$ cat src/rtl/path_delay_sampler.sv
// rtl/path_delay_sampler.sv - launch/capture controller measuring settle errors of a spy delay path
module path_delay_sampler #(
    parameter int TRIALS_W      = 16,
    parameter int SETTLE_CYCLES = 8,
    parameter int DELAY_W       = 4,
    parameter bit INVERTING     = 1'b0
) (
    input  logic                clk,
    input  logic                rst,
    input  logic                start,
    input  logic [TRIALS_W-1:0] numTrials,
    input  logic [DELAY_W-1:0]  captureDelay,
    output logic                pathInput,
    input  logic                pathResult,
    output logic                busy,
    output logic                done,
    output logic [TRIALS_W-1:0] errorCount,
    output logic                lastSample
);

    localparam int SW = (SETTLE_CYCLES > 1) ? $clog2(SETTLE_CYCLES) : 1;

    typedef enum logic [2:0] {
        S_IDLE,
        S_SETTLE,
        S_LAUNCH,
        S_WAIT,
        S_CAPTURE,
        S_DONE
    } state_t;

    state_t              state;
    logic [SW-1:0]       settleCnt;
    logic [DELAY_W-1:0]  waitCnt;
    logic [TRIALS_W-1:0] trialCnt;
    logic [TRIALS_W-1:0] numTrialsQ;
    logic [DELAY_W-1:0]  captureDelayQ;
    logic                expected;
    logic                mismatch;

    assign mismatch = (pathResult != expected);

    // pathResult feeds lastSample/errorCount directly: a single capture flop with
    // no synchronizer, so metastability shows up as measurement noise by design.
    always_ff @(posedge clk) begin
        if (rst) begin
            state         <= S_IDLE;
            settleCnt     <= '0;
            waitCnt       <= '0;
            trialCnt      <= '0;
            numTrialsQ    <= '0;
            captureDelayQ <= '0;
            expected      <= 1'b0;
            pathInput     <= 1'b0;
            busy          <= 1'b0;
            done          <= 1'b0;
            errorCount    <= '0;
            lastSample    <= 1'b0;
        end else begin
            done <= 1'b0;
            case (state)
                S_IDLE: begin
                    if (start) begin
                        numTrialsQ    <= numTrials;
                        captureDelayQ <= captureDelay;
                        errorCount    <= '0;
                        trialCnt      <= '0;
                        settleCnt     <= '0;
                        busy          <= 1'b1;
                        state         <= (numTrials == '0) ? S_DONE : S_SETTLE;
                    end
                end
                S_SETTLE: begin
                    if (settleCnt == SW'(SETTLE_CYCLES - 1)) begin
                        settleCnt <= '0;
                        state     <= S_LAUNCH;
                    end else begin
                        settleCnt <= settleCnt + 1'b1;
                    end
                end
                S_LAUNCH: begin
                    pathInput <= ~pathInput;
                    expected  <= ~pathInput ^ INVERTING;
                    waitCnt   <= captureDelayQ;
                    state     <= (captureDelayQ == '0) ? S_CAPTURE : S_WAIT;
                end
                S_WAIT: begin
                    waitCnt <= waitCnt - 1'b1;
                    if (waitCnt == DELAY_W'(1))
                        state <= S_CAPTURE;
                end
                S_CAPTURE: begin
                    lastSample <= pathResult;
                    errorCount <= errorCount + {{(TRIALS_W-1){1'b0}}, mismatch};
                    trialCnt   <= trialCnt + 1'b1;
                    state      <= (trialCnt + 1'b1 == numTrialsQ) ? S_DONE : S_SETTLE;
                end
                S_DONE: begin
                    done  <= 1'b1;
                    busy  <= 1'b0;
                    state <= S_IDLE;
                end
                default: state <= S_IDLE;
            endcase
        end
    end

endmodule

$ cat config.mk
export PLATFORM = sky130hd
export DESIGN_NAME = path_delay_sampler
export DESIGN_NICKNAME = d
export VERILOG_FILES = /design/src/rtl/path_delay_sampler.sv
export SDC_FILE = /design/constraint.sdc
export NUM_CORES = 1
export LEC_CHECK = 0
export BUFFER_PORTS_ARGS = -buffer_cell sky130_fd_sc_hd__buf_2
export CAP_MARGIN = 5
export CORE_MARGIN = 4
export CORE_UTILIZATION = 50
export DETAILED_ROUTE_END_ITERATION = 10
export GPL_TIMING_DRIVEN = 0
export PLACE_DENSITY = 0.78
export SLEW_MARGIN = 30
export SYNTH_ARGS = -nofsm -noshare
export SYNTH_HDL_FRONTEND = slang
export SYNTH_SLANG_ARGS = --single-unit
$ cat constraint.sdc
create_clock -name clk -period 4.12 [get_ports clk]
set_clock_uncertainty 0.15 [all_clocks]
set_input_delay 0 -clock clk [delete_from_list [all_inputs] [get_ports clk]]
set_output_delay 0 -clock clk [all_outputs]
set_load 0.02 [all_outputs]
==> reports/qor.csv, run 1 <==
stage,metric,value,unit
global_routing,grt_pass1_vias,3245,
synthesis,synthArstFlopShare,0,%
sta,setup_violations,0,
sta,final_period_minus_worst_setup_slack,2.72,ns
global_routing,maximum_number_of_pins_on_one_net_before_global_route_repair,13,
clock_network,clk_pin_slew,0.08,ns
cells_and_area,nets,562,
cells_and_area,layout_commonest_cell,nand2_1,
synthesis,synth.ff_latch_count,66,
critical_path,arrival,2.81,ns
die,chip_width,91.3,um
critical_path,cp-start-kind,flop,
die,die_h,91.3,um
synthesis,synthesis.yosys.warnings,0,
global_routing,grt_first_pass_wirelength,15700,um
clock_network,htree_levels,3,
critical_path,critical_path_class,flop to flop,
critical_path,critical_path.endpoint_type,flop,
clock_network,cts_hold_buffers,23,
sta,final_max_slew_viol_count,0,
cells_and_area,post_route_cells_drive_above_1_share,14.2,%
clock_network,clk_latency,0.35,ns
global_routing,grt_remaining_overflow,0,
detailed_routing,drt-total-wl,9550,um
pwr,p_total,1.44,mW
sta,hold_violation_count_in_the_final_report,0,
detailed_routing,route.detailed.drc,0,
place,input_output_buffers,43,
die,fp.coreArea,0.00676,sq mm
detailed_routing,post_drt_wl_per_cell,15.5,um
synthesis,synth.distinct_cells,49,
detailed_routing,detail_route.vias_per_cell,5.79,
synthesis,synth-edff-count,0,
sta,timing.slew.headroom,54.5,%
die,ios,44,
synthesis,syn-cell-area,0.00347,sq mm
detailed_routing,via_count,3564,
sta,timing.final.crit_share,66.0,%
flow_run,cap_violations,0,
clock_network,root_buffer,clkbuf_8,
sta,timing_limited_maximum_frequency,368,MHz
synthesis,syn_avg_cell_area,7.64,sq um
cells_and_area,final.fill_count,590,
hold_path,hold_class,primary input to flop,
sta,max_slew.worst_pin.slew,0.674,ns
die,placementRows,30,
critical_path,critical_path_required,4.21,ns
global_routing,global_route.usage.total,23.4,%
pwr,leakagePower,1.60,nW
detailed_routing,drtAntennaViolNets,0,
cells_and_area,syn2layout_area_growth,21.3,%
cells_and_area,antenna_diodes,0,
synthesis,dominantRegCellSynth,dfxtp_1,
pwr,power-per-cell-area,342,mW/mm^2
die,initial_core_utilization,51.3,%
place,place.detailed.hpwl,6590,um
critical_path,maximum_fanout_along_the_worst_path,7,
sta,fin_setup_tns,0,ns
cells_and_area,layout_common_cells,"75 x nand2_1, 66 x dfxtp_1, 59 x nor2_1",
status,run_status,completed,
detailed_routing,dr.pass1.iters,5,
synthesis,syn_inst,454,
clock_network,cts_buffer_depth,2,
clock_network,cts_tree,done,
detailed_routing,drt_iter0_drc,253,
clock_network,post_cts_resize_count,0,
clock_network,postCtsSetupRepairBufs,0,
synthesis,syn_nets,485,
sta,grt_setup_unrepaired,false,
pwr,peakVddDrop,0.317,mV
global_routing,initial_antenna_violation_count,0,
clock_network,cts-buffers-inserted,9,
place,gpl.final_weighted_congestion,0.895,
clock_network,clock_sinks,66,
die,dieArea,0.00833,sq mm
synthesis,synth_sequential_area_ratio,38.1,%
per-layer routing:
layer	GRT usage (%)	wire, um
met2	39.5	4690
met5	0	0
met1	30.3	4350
met4	7.16	140
met3	4.47	365
power by group:
| part | internal [mW] | leakage (nW) | switching, mW |
|---|---|---|---|
| combinational | 0.0812 | 0.969 | 0.129 |
| sequential | 0.663 | 0.536 | 0.0245 |
| clock | 0.278 | 0.0954 | 0.263 |
| total | 1.02 | 1.60 | 0.416 |
stage by stage:
stage	setup slack (ns)	cells	hold slack (ns)	utilization [%]	instance area, sq um
floorplan	1.89	454	-0.0140	-	3470
global placement	1.52	577	0.0949	56.0	3780
detailed placement	1.52	577	0.107	56.0	3780
CTS	1.44	616	0.288	62.2	4210
global route	1.23	616	0.314	62.2	4210
finish	1.40	616	0.300	62.2	4210
sequential cells by signal, indices dropped and copies added (netlist names), 3 cells and up:
signal         cells
errorCount        16
numTrialsQ        16
trialCnt          16
captureDelayQ      4
waitCnt            4
settleCnt          3
state              3
area by class of cell:
cell class | count | area [sq um] | area share [%]
multi-input combinational | 350 | 1980 | 47.1
sequential | 66 | 1320 | 31.4
timing repair buffer | 66 | 445 | 10.6
buffer | 31 | 138 | 3.27
clock buffer | 9 | 124 | 2.95
tap | 80 | 100 | 2.38
clock inverter | 7 | 68.8 | 1.64
inverter | 7 | 26.3 | 0.625
worst paths after layout:
kind | startpoint | endpoint | slack, ns | cells after the start
worst max register to register | trialCnt[0] | state[2] | 1.40 | 8
worst max-delay path | trialCnt[0] | state[2] | 1.40 | 8
worst min register to register | lastSample | lastSample | 0.31 | 2
worst min-delay path | numTrials[0] | numTrialsQ[0] | 0.30 | 4
synth_stat cells, types with 3 or more instances:
cell type / n / area, sq um
xnor2_1: 14 / 123
dfxtp_1: 66 / 1320
a21oi_1: 53 / 265
buf_2: 5 / 25.0
a211oi_1: 6 / 45.0
nand2_1: 75 / 282
nor3b_1: 3 / 22.5
a311oi_1: 7 / 61.3
o211ai_1: 3 / 22.5
clkbuf_1: 24 / 90.1
nor2_1: 59 / 221
xor2_1: 7 / 61.3
o21ai_0: 16 / 80.1
or3_1: 6 / 37.5
ha_1: 7 / 87.6
o21a_1: 5 / 37.5
nor4_1: 7 / 43.8
and4_1: 5 / 43.8
a31oi_1: 4 / 25.0
nor3_1: 11 / 55.1
nand3_1: 13 / 65.1
and3_1: 3 / 18.8
inv_1: 7 / 26.3
a22oi_1: 9 / 67.6
nand4_1: 4 / 25.0
mux2_2: 4 / 45.0
logic make-up after synthesis:
| kind of cell | after synthesis | share of synthesized area [%] |
|---|---|---|
| buffers and inverters | 38 | 4.73 |
| xor gates and xnor gates | 21 | 5.31 |
| DFF | 66 | 38.1 |
| adders and majority gates | 7 | 2.53 |
| and+or+nand+nor | 203 | 27.4 |
| AOI/OAI and AO/OA | 113 | 20.0 |
| muxes | 6 | 1.91 |
critical path, stage by stage (launching register included):
cell and delay (ns):
dfxtp_1 0.44, ha_1 0.33, and3_1 0.19, clkbuf_1 0.24
and4_1 0.31, mux2_2 0.35, mux2i_1 0.14, a22oi_1 0.12
o31ai_1 0.33
(Power assumes the default switching activity.)
==> run 2: changes to the inputs <==
==> constraint.sdc (replaced) <==
create_clock -name clk -period 2.8 [get_ports clk]
set_clock_uncertainty 0.15 [all_clocks]
set_input_delay 0 -clock clk [delete_from_list [all_inputs] [get_ports clk]]
set_output_delay 0 -clock clk [all_outputs]
set_load 0.02 [all_outputs]
==> run 2 against run 1 <==
Against the previous run:
- sequential power increased by 47%
- fmax increased by 2.7%
- cell count unchanged
- die area unchanged
- first-iteration DRC count decreased by 1.2%
==> reports/qor.csv, run 2 (synthesis results as in run 1) <==
stage,metric,value,unit
status,run_status,completed,
sta,timing.slew.headroom,54.1,%
cells_and_area,antenna_diodes,0,
clock_network,postCtsSetupRepairBufs,0,
sta,fin_ws,0.152,ns
critical_path,maximum_fanout_along_the_worst_path,7,
cells_and_area,syn2layout_area_growth,21.4,%
critical_path,critical_path_class,flop to flop,
sta,hold_violation_count_in_the_final_report,0,
clock_network,cts-buffers-inserted,9,
cells_and_area,multi_input_area,0.00199,sq mm
critical_path,timing.critical_path.cells,ha_2 > and3_1 > clkbuf_1 > and4_1 > mux2_2 > mux2i_1 > a22oi_1 > o31ai_1,
critical_path,arrival,2.74,ns
place,place.detailed.instances,577,
clock_network,clk_pin_slew,0.08,ns
critical_path,worstReg2RegEnd,state[2],
place,place.detailed.hpwl,6590,um
critical_path,critical_path.max_stage_delay,0.45,ns
detailed_routing,route.detailed.drc,0,
critical_path,rr_startpoint,trialCnt[0],
die,placementRows,30,
sta,fin_setup_tns,0,ns
pwr,peakVddDrop,0.464,mV
cells_and_area,postLayoutCellArea,0.00421,sq mm
cells_and_area,post_route_cells_drive_above_1_share,14.4,%
clock_network,root_buffer,clkbuf_8,
critical_path,cpMaxStageDelayCell,dfxtp_1,
critical_path,timing.critical_path.from,trialCnt[0],
die,ios,44,
sta,setup_violations,0,
critical_path,cp-endpoint,state[2],
clock_network,clock_sinks,66,
detailed_routing,wl_met3,340,um
detailed_routing,dr.pass1.iters,5,
clock_network,clk_latency,0.35,ns
pwr,leakagePower,1.60,nW
clock_network,cts_tree,done,
die,fp.coreArea,0.00676,sq mm
sta,final_period_minus_worst_setup_slack,2.65,ns
detailed_routing,met1Wirelength,4380,um
critical_path,critical_path_required,2.89,ns
pwr,power-per-cell-area,503,mW/mm^2
place,gpl.final_weighted_congestion,0.895,
detailed_routing,drt-total-wl,9540,um
critical_path,cp-start-kind,flop,
cells_and_area,layout_commonest_cell,nand2_1,
place,post_dp_cell_area,0.00378,sq mm
die,chip_width,91.3,um
clock_network,htree_levels,3,
sta,max_slew.worst_pin.slew,0.689,ns
pwr,p_total,2.12,mW
cells_and_area,nets,562,
die,initial_core_utilization,51.3,%
detailed_routing,top_layer,met4,
detailed_routing,via_count,3546,
place,post-place-ws,0.202,ns
sta,final_max_slew_viol_count,0,
global_routing,initial_antenna_violation_count,0,
detailed_routing,detail_route.vias_per_cell,5.76,
sta,timing_limited_maximum_frequency,378,MHz
critical_path,critical_path.endpoint_type,flop,
sta,grt_setup_unrepaired,false,
critical_path,setup.reg_to_reg.worst_slack,0.15,ns
global_routing,grt_pass1_vias,3245,
global_routing,maximum_number_of_pins_on_one_net_before_global_route_repair,13,
sta,timing.final.crit_share,94.6,%
clock_network,cts_buffer_depth,2,
detailed_routing,detailroute.wirelength.met2,4690,um
cells_and_area,final.fill_count,591,
place,input_output_buffers,43,
cells_and_area,finish.cell_count_without_fillers,616,
cells_and_area,layout_common_cells,"75 x nand2_1, 66 x dfxtp_1, 59 x nor2_1",
global_routing,global_route.usage.total,23.4,%
hold_path,hold_class,primary input to flop,
global_routing,grt_first_pass_wirelength,15700,um
detailed_routing,drtAntennaViolNets,0,
critical_path,timing.reg2reg.worst_path_depth,8,
die,dieArea,0.00833,sq mm
cells_and_area,reg_top3,"errorCount: 16 flops, numTrialsQ: 16 flops, trialCnt: 16 flops",
die,die_h,91.3,um
flow_run,cap_violations,0,
cells_and_area,layout.area.seq,0.00132,sq mm
detailed_routing,post_drt_wl_per_cell,15.5,um
detailed_routing,drt_iter0_drc,250,
global_routing,grt_remaining_overflow,0,
-- run 2: cell counts in the layout (fill, tap and decap cells not counted) --
Identical to the previous run, type by type.
-- run 2: worst min-delay path by stage --
stage / from / to / slack [ns] / depth (start not counted)
6_report: numTrials[0] / numTrialsQ[0] / 0.30 / 4
3_3_place_gp: captureDelay[3] / captureDelayQ[3] / 0.09 / 3
4_1_cts: captureDelay[3] / captureDelayQ[3] / 0.29 / 4
2_1_floorplan: captureDelay[0] / captureDelayQ[0] / -0.01 / 2
3_5_place_dp: captureDelay[3] / captureDelayQ[3] / 0.11 / 3
5_1_grt: numTrials[5] / numTrialsQ[5] / 0.31 / 4
-- run 2: what timing repair did --
action,in CTS,in global routing
hold buffers,23,0
resized for setup,0,2
endpoints found under the hold margin,23,0
endpoints found under the setup margin,0,1
-- run 2: final cells by class --
type	instances	share of cell area [%]
Multi-Input combinational cell	350	47.2
Sequential cell	66	31.4
Timing Repair Buffer	66	10.6
Buffer	31	3.27
Clock buffer	9	2.94
Tap cell	80	2.38
Clock inverter	7	1.63
Inverter	7	0.624
-- run 2: where the power goes --
part / internal (mW) / total [mW] / switching [mW]
Clock: 0.409 / 0.796 / 0.387
Sequential: 0.975 / 1.01 / 0.0362
Combinational: 0.120 / 0.310 / 0.190
Total: 1.50 / 2.12 / 0.613
-- run 2: metal layers --
metal | GRT usage, % | vias up
met5 | 0 | -
met2 | 39.5 | 84
met1 | 30.3 | 1682
met3 | 4.47 | 15
met4 | 7.16 | 0
li1 | - | 1765
-- run 2: through the flow --
step                      utilization (%)  hold WS (ns)
final                                62.3         0.302
after global placement               56.0        0.0949
after global routing                 62.3         0.314
after CTS                            62.2         0.288
after detailed placement             56.0         0.107
after floorplan                         -       -0.0140
-- run 2: worst max-delay path, delay by kind of cell, from the launching register on --
kind	cells	cell delay (ns)
multiplexers	2	0.48
AND/OR/NAND/NOR	2	0.47
flip-flops	1	0.45
AO/OA/AOI/OAI	2	0.45
adder cells (fa/ha/maj)	1	0.29
buffers and inverters	1	0.23
==> run 3: changes to the inputs <==
--- a/config.mk
+++ b/config.mk
@@ -5,6 +5,7 @@
 export SDC_FILE = /design/constraint.sdc
 export NUM_CORES = 1
 export LEC_CHECK = 0
+export ABC_AREA = 1
 export BUFFER_PORTS_ARGS = -buffer_cell sky130_fd_sc_hd__buf_2
 export CAP_MARGIN = 5
 export CORE_MARGIN = 4
==> run 3 against run 2 <==
Against the previous run:
- non-clock buffer count decreased by 16
- cell count increased by 12%
- worst hold slack got worse by 0.26 ns
- sequential share of layout area decreased by 0.56 points
- via count increased by 4.5%
- setup slack improved by 0.35 ns
- utilization increased by 0.78 points
- final area increased by 1.8%
- first-iteration DRC count increased by 11%
- largest cell class unchanged
==> reports/qor.csv, run 3 <==
stage,metric,value,unit
status,run_status,completed,
global_routing,initial_antenna_violation_count,0,
clock_network,postCtsSetupRepairBufs,0,
cells_and_area,post_route_cells_drive_above_1_share,13.6,%
global_routing,grt_pass1_vias,3660,
synthesis,syn_avg_cell_area,6.80,sq um
sta,final_max_slew_viol_count,0,
cells_and_area,final.fill_count,583,
hold_path,hold-path-cell-count,5,
detailed_routing,via_count,3704,
sta,timing.slew.headroom,57.3,%
pwr,leakagePower,1.68,nW
detailed_routing,drt-total-wl,9620,um
pwr,seq_power_share,43.4,%
place,gpl.final_weighted_congestion,0.897,
clock_network,clk_latency,0.35,ns
critical_path,worstReg2RegEnd,errorCount[14],
synthesis,synth_area_leaders,"dfxtp_1 38%, nand2_1 13%, nand3_1 7.4%",
critical_path,critical_path_required,2.86,ns
cells_and_area,layout_commonest_cell,nand2_1,
critical_path,cp-start-kind,flop,
hold_path,hold_start,rst,
pwr,power.share.combinational,16.1,%
critical_path,critical_path.most_common_cell,nor2_1,
sta,max_slew.worst_pin.slew,0.640,ns
cells_and_area,nets,621,
synthesis,synth.distinct_cells,35,
critical_path,maximum_fanout_along_the_worst_path,4,
pwr,p_int,1.73,mW
cells_and_area,syn2layout_area_growth,22.6,%
clock_network,cts_buffer_depth,2,
global_routing,maximum_number_of_pins_on_one_net_before_global_route_repair,12,
synthesis,synthesis.yosys.warnings,0,
synthesis,dominantRegCellSynth,dfxtp_1,
cells_and_area,antenna_diodes,0,
clock_network,cts-buffers-inserted,9,
detailed_routing,dr.pass1.iters,6,
detailed_routing,drt_iter0_drc,277,
synthesis,synth_most_common_cell,nand2_1,
sta,setup_violations,0,
critical_path,worst_path_buffer_plus_inverter_count,0,
critical_path,cpMaxStageDelayCell,dfxtp_1,
pwr,switching_fraction_of_total_power,27.7,%
detailed_routing,drtAntennaViolNets,0,
hold_path,hold_class,primary input to flop,
cells_and_area,layout.area.seq,0.00132,sq mm
synthesis,yosys.area.top_type,dfxtp_1,
synthesis,synthArstFlopShare,0,%
sta,timing_limited_maximum_frequency,435,MHz
critical_path,timing.critical_path.cells,xor2_1 > ha_1 > ha_1 > nand4_1 > nor2_1 > nand2_1 > nor2_1 > nor2_1 > a221oi_1 > nor3_1,
die,initial_core_utilization,51.5,%
place,place.detailed.hpwl,6790,um
cells_and_area,reg_top3,"errorCount: 16 flops, numTrialsQ: 16 flops, trialCnt: 16 flops",
synthesis,synth_sequential_area_ratio,37.8,%
sta,timing.final.crit_share,82.0,%
hold_path,worst_hold_path.endpoint,errorCount[13],
sta,final_period_minus_worst_setup_slack,2.30,ns
clock_network,clock_sinks,66,
global_routing,grt_first_pass_wirelength,16700,um
pwr,switchingPower,0.663,mW
global_routing,global_route.usage.total,24.6,%
critical_path,arrival,2.36,ns
sta,grt_setup_unrepaired,false,
synthesis,syn_inst,514,
synthesis,synth-edff-count,0,
synthesis,syn-cell-area,0.00350,sq mm
cells_and_area,layout_common_cells,"122 x nand2_1, 66 x dfxtp_1, 57 x inv_1",
cells_and_area,multi_input_area,0.00189,sq mm
clock_network,htree_levels,3,
die,placementRows,30,
sta,hold_violation_count_in_the_final_report,0,
die,dieArea,0.00839,sq mm
pwr,power-per-cell-area,559,mW/mm^2
die,fp.coreArea,0.00679,sq mm
clock_network,root_buffer,clkbuf_8,
global_routing,grt_remaining_overflow,0,
critical_path,timing.reg2reg.worst_path_depth,10,
die,chip_width,91.6,um
die,die_h,91.6,um
critical_path,critical_path.max_stage_delay,0.42,ns
critical_path,critical_path.endpoint_type,flop,
synthesis,area_share_of_the_largest_cell_type_after_synthesis,37.8,%
pwr,power.share.clock,40.5,%
clock_network,cts_tree,done,
pwr,peakVddDrop,0.349,mV
detailed_routing,detail_route.vias_per_cell,5.36,
synthesis,synth.cells.most_frequent,"122 x nand2_1, 66 x dfxtp_1, 57 x inv_1, 52 x nand3_1, 48 x a21oi_1",
flow_run,cap_violations,0,
synthesis,synth.ff_latch_count,66,
detailed_routing,route.detailed.drc,0,
critical_path,critical_path_class,flop to flop,
synthesis,syn_nets,545,
detailed_routing,post_drt_wl_per_cell,13.9,um
critical_path,crit_family,simple AND/OR/NAND/NOR gates,
critical_path,rr_startpoint,expected,
die,ios,44,
cells_and_area,utilization,63.1,%
place,input_output_buffers,43,
sta,fin_setup_tns,0,ns
clock_network,clk_pin_slew,0.07,ns
critical_path,setup.reg_to_reg.worst_slack,0.50,ns
==> run 3: cell type report <==
type	instances	area share, %
Multi-Input combinational cell	373	44.0
Tap cell	96	2.80
Buffer	16	1.55
Timing Repair Buffer	65	10.2
Clock buffer	11	3.07
Sequential cell	66	30.8
Inverter	59	5.17
Clock inverter	5	2.39
==> run 3: timing repair <==
item                      4_1_cts  5_1_grt
hold endpoints to repair       23        0
resized for setup               0        0
hold buffers                   22        0
==> run 3: per-stage QoR <==
stage          hold slack (ns)  worst slack [ns]  total power, mW  cells  area [sq um]
2_1_floorplan          -0.0151             0.708             1.30    514          3500
3_3_place_gp            0.0749             0.534             1.41    653          3830
3_5_place_dp            0.0856             0.521             1.42    653          3830
4_1_cts                 0.0380             0.504             2.39    691          4290
5_1_grt                 0.0675             0.302             2.50    691          4290
6_report                0.0398             0.503             2.39    691          4290
==> run 3: tightest hold or removal path: cells and delay by family <==
family	cells	cell delay, ns
buffers and inverters	3	0.33
AND/OR/NAND/NOR	1	0.12
AO/OA/AOI/OAI	1	0.04
==> run 3: metal layers <==
layer | track usage (%) | part of all wire (%)
met1 | 30.1 | 43
met2 | 40.8 | 48
met3 | 3.20 | 5.7
met4 | 15.5 | 3.5
met5 | 0 | 0
==> run 3: logic make-up after synthesis <==
| kind of cell | Yosys count | share of synthesized area (%) |
|---|---|---|
| flops | 66 | 37.8 |
| fa+ha+maj | 7 | 2.51 |
| xor+xnor | 7 | 2.15 |
| buf+inv | 75 | 8.23 |
| simple gates | 257 | 33.0 |
| compound gates | 102 | 16.3 |
==> run 3: worst max path at each step <==
| stage | cells past startpoint | start | endpoint |
|---|---|---|---|
| 4_1_cts | 10 | expected | errorCount[14] |
| 6_report | 10 | expected | errorCount[14] |
| 3_5_place_dp | 10 | expected | errorCount[14] |
| 5_1_grt | 10 | expected | errorCount[14] |
| 3_3_place_gp | 10 | expected | errorCount[14] |
| 2_1_floorplan | 10 | expected | errorCount[14] |
==> run 3: power groups by stage <==
stage	Combinational (mW)	Clock (mW)	Sequential, mW
after floorplan	0.248	0	1.06
after global placement	0.350	0	1.06
after detailed placement	0.356	0	1.06
after CTS	0.381	0.970	1.04
after global routing	0.439	1.02	1.05
final	0.386	0.968	1.04
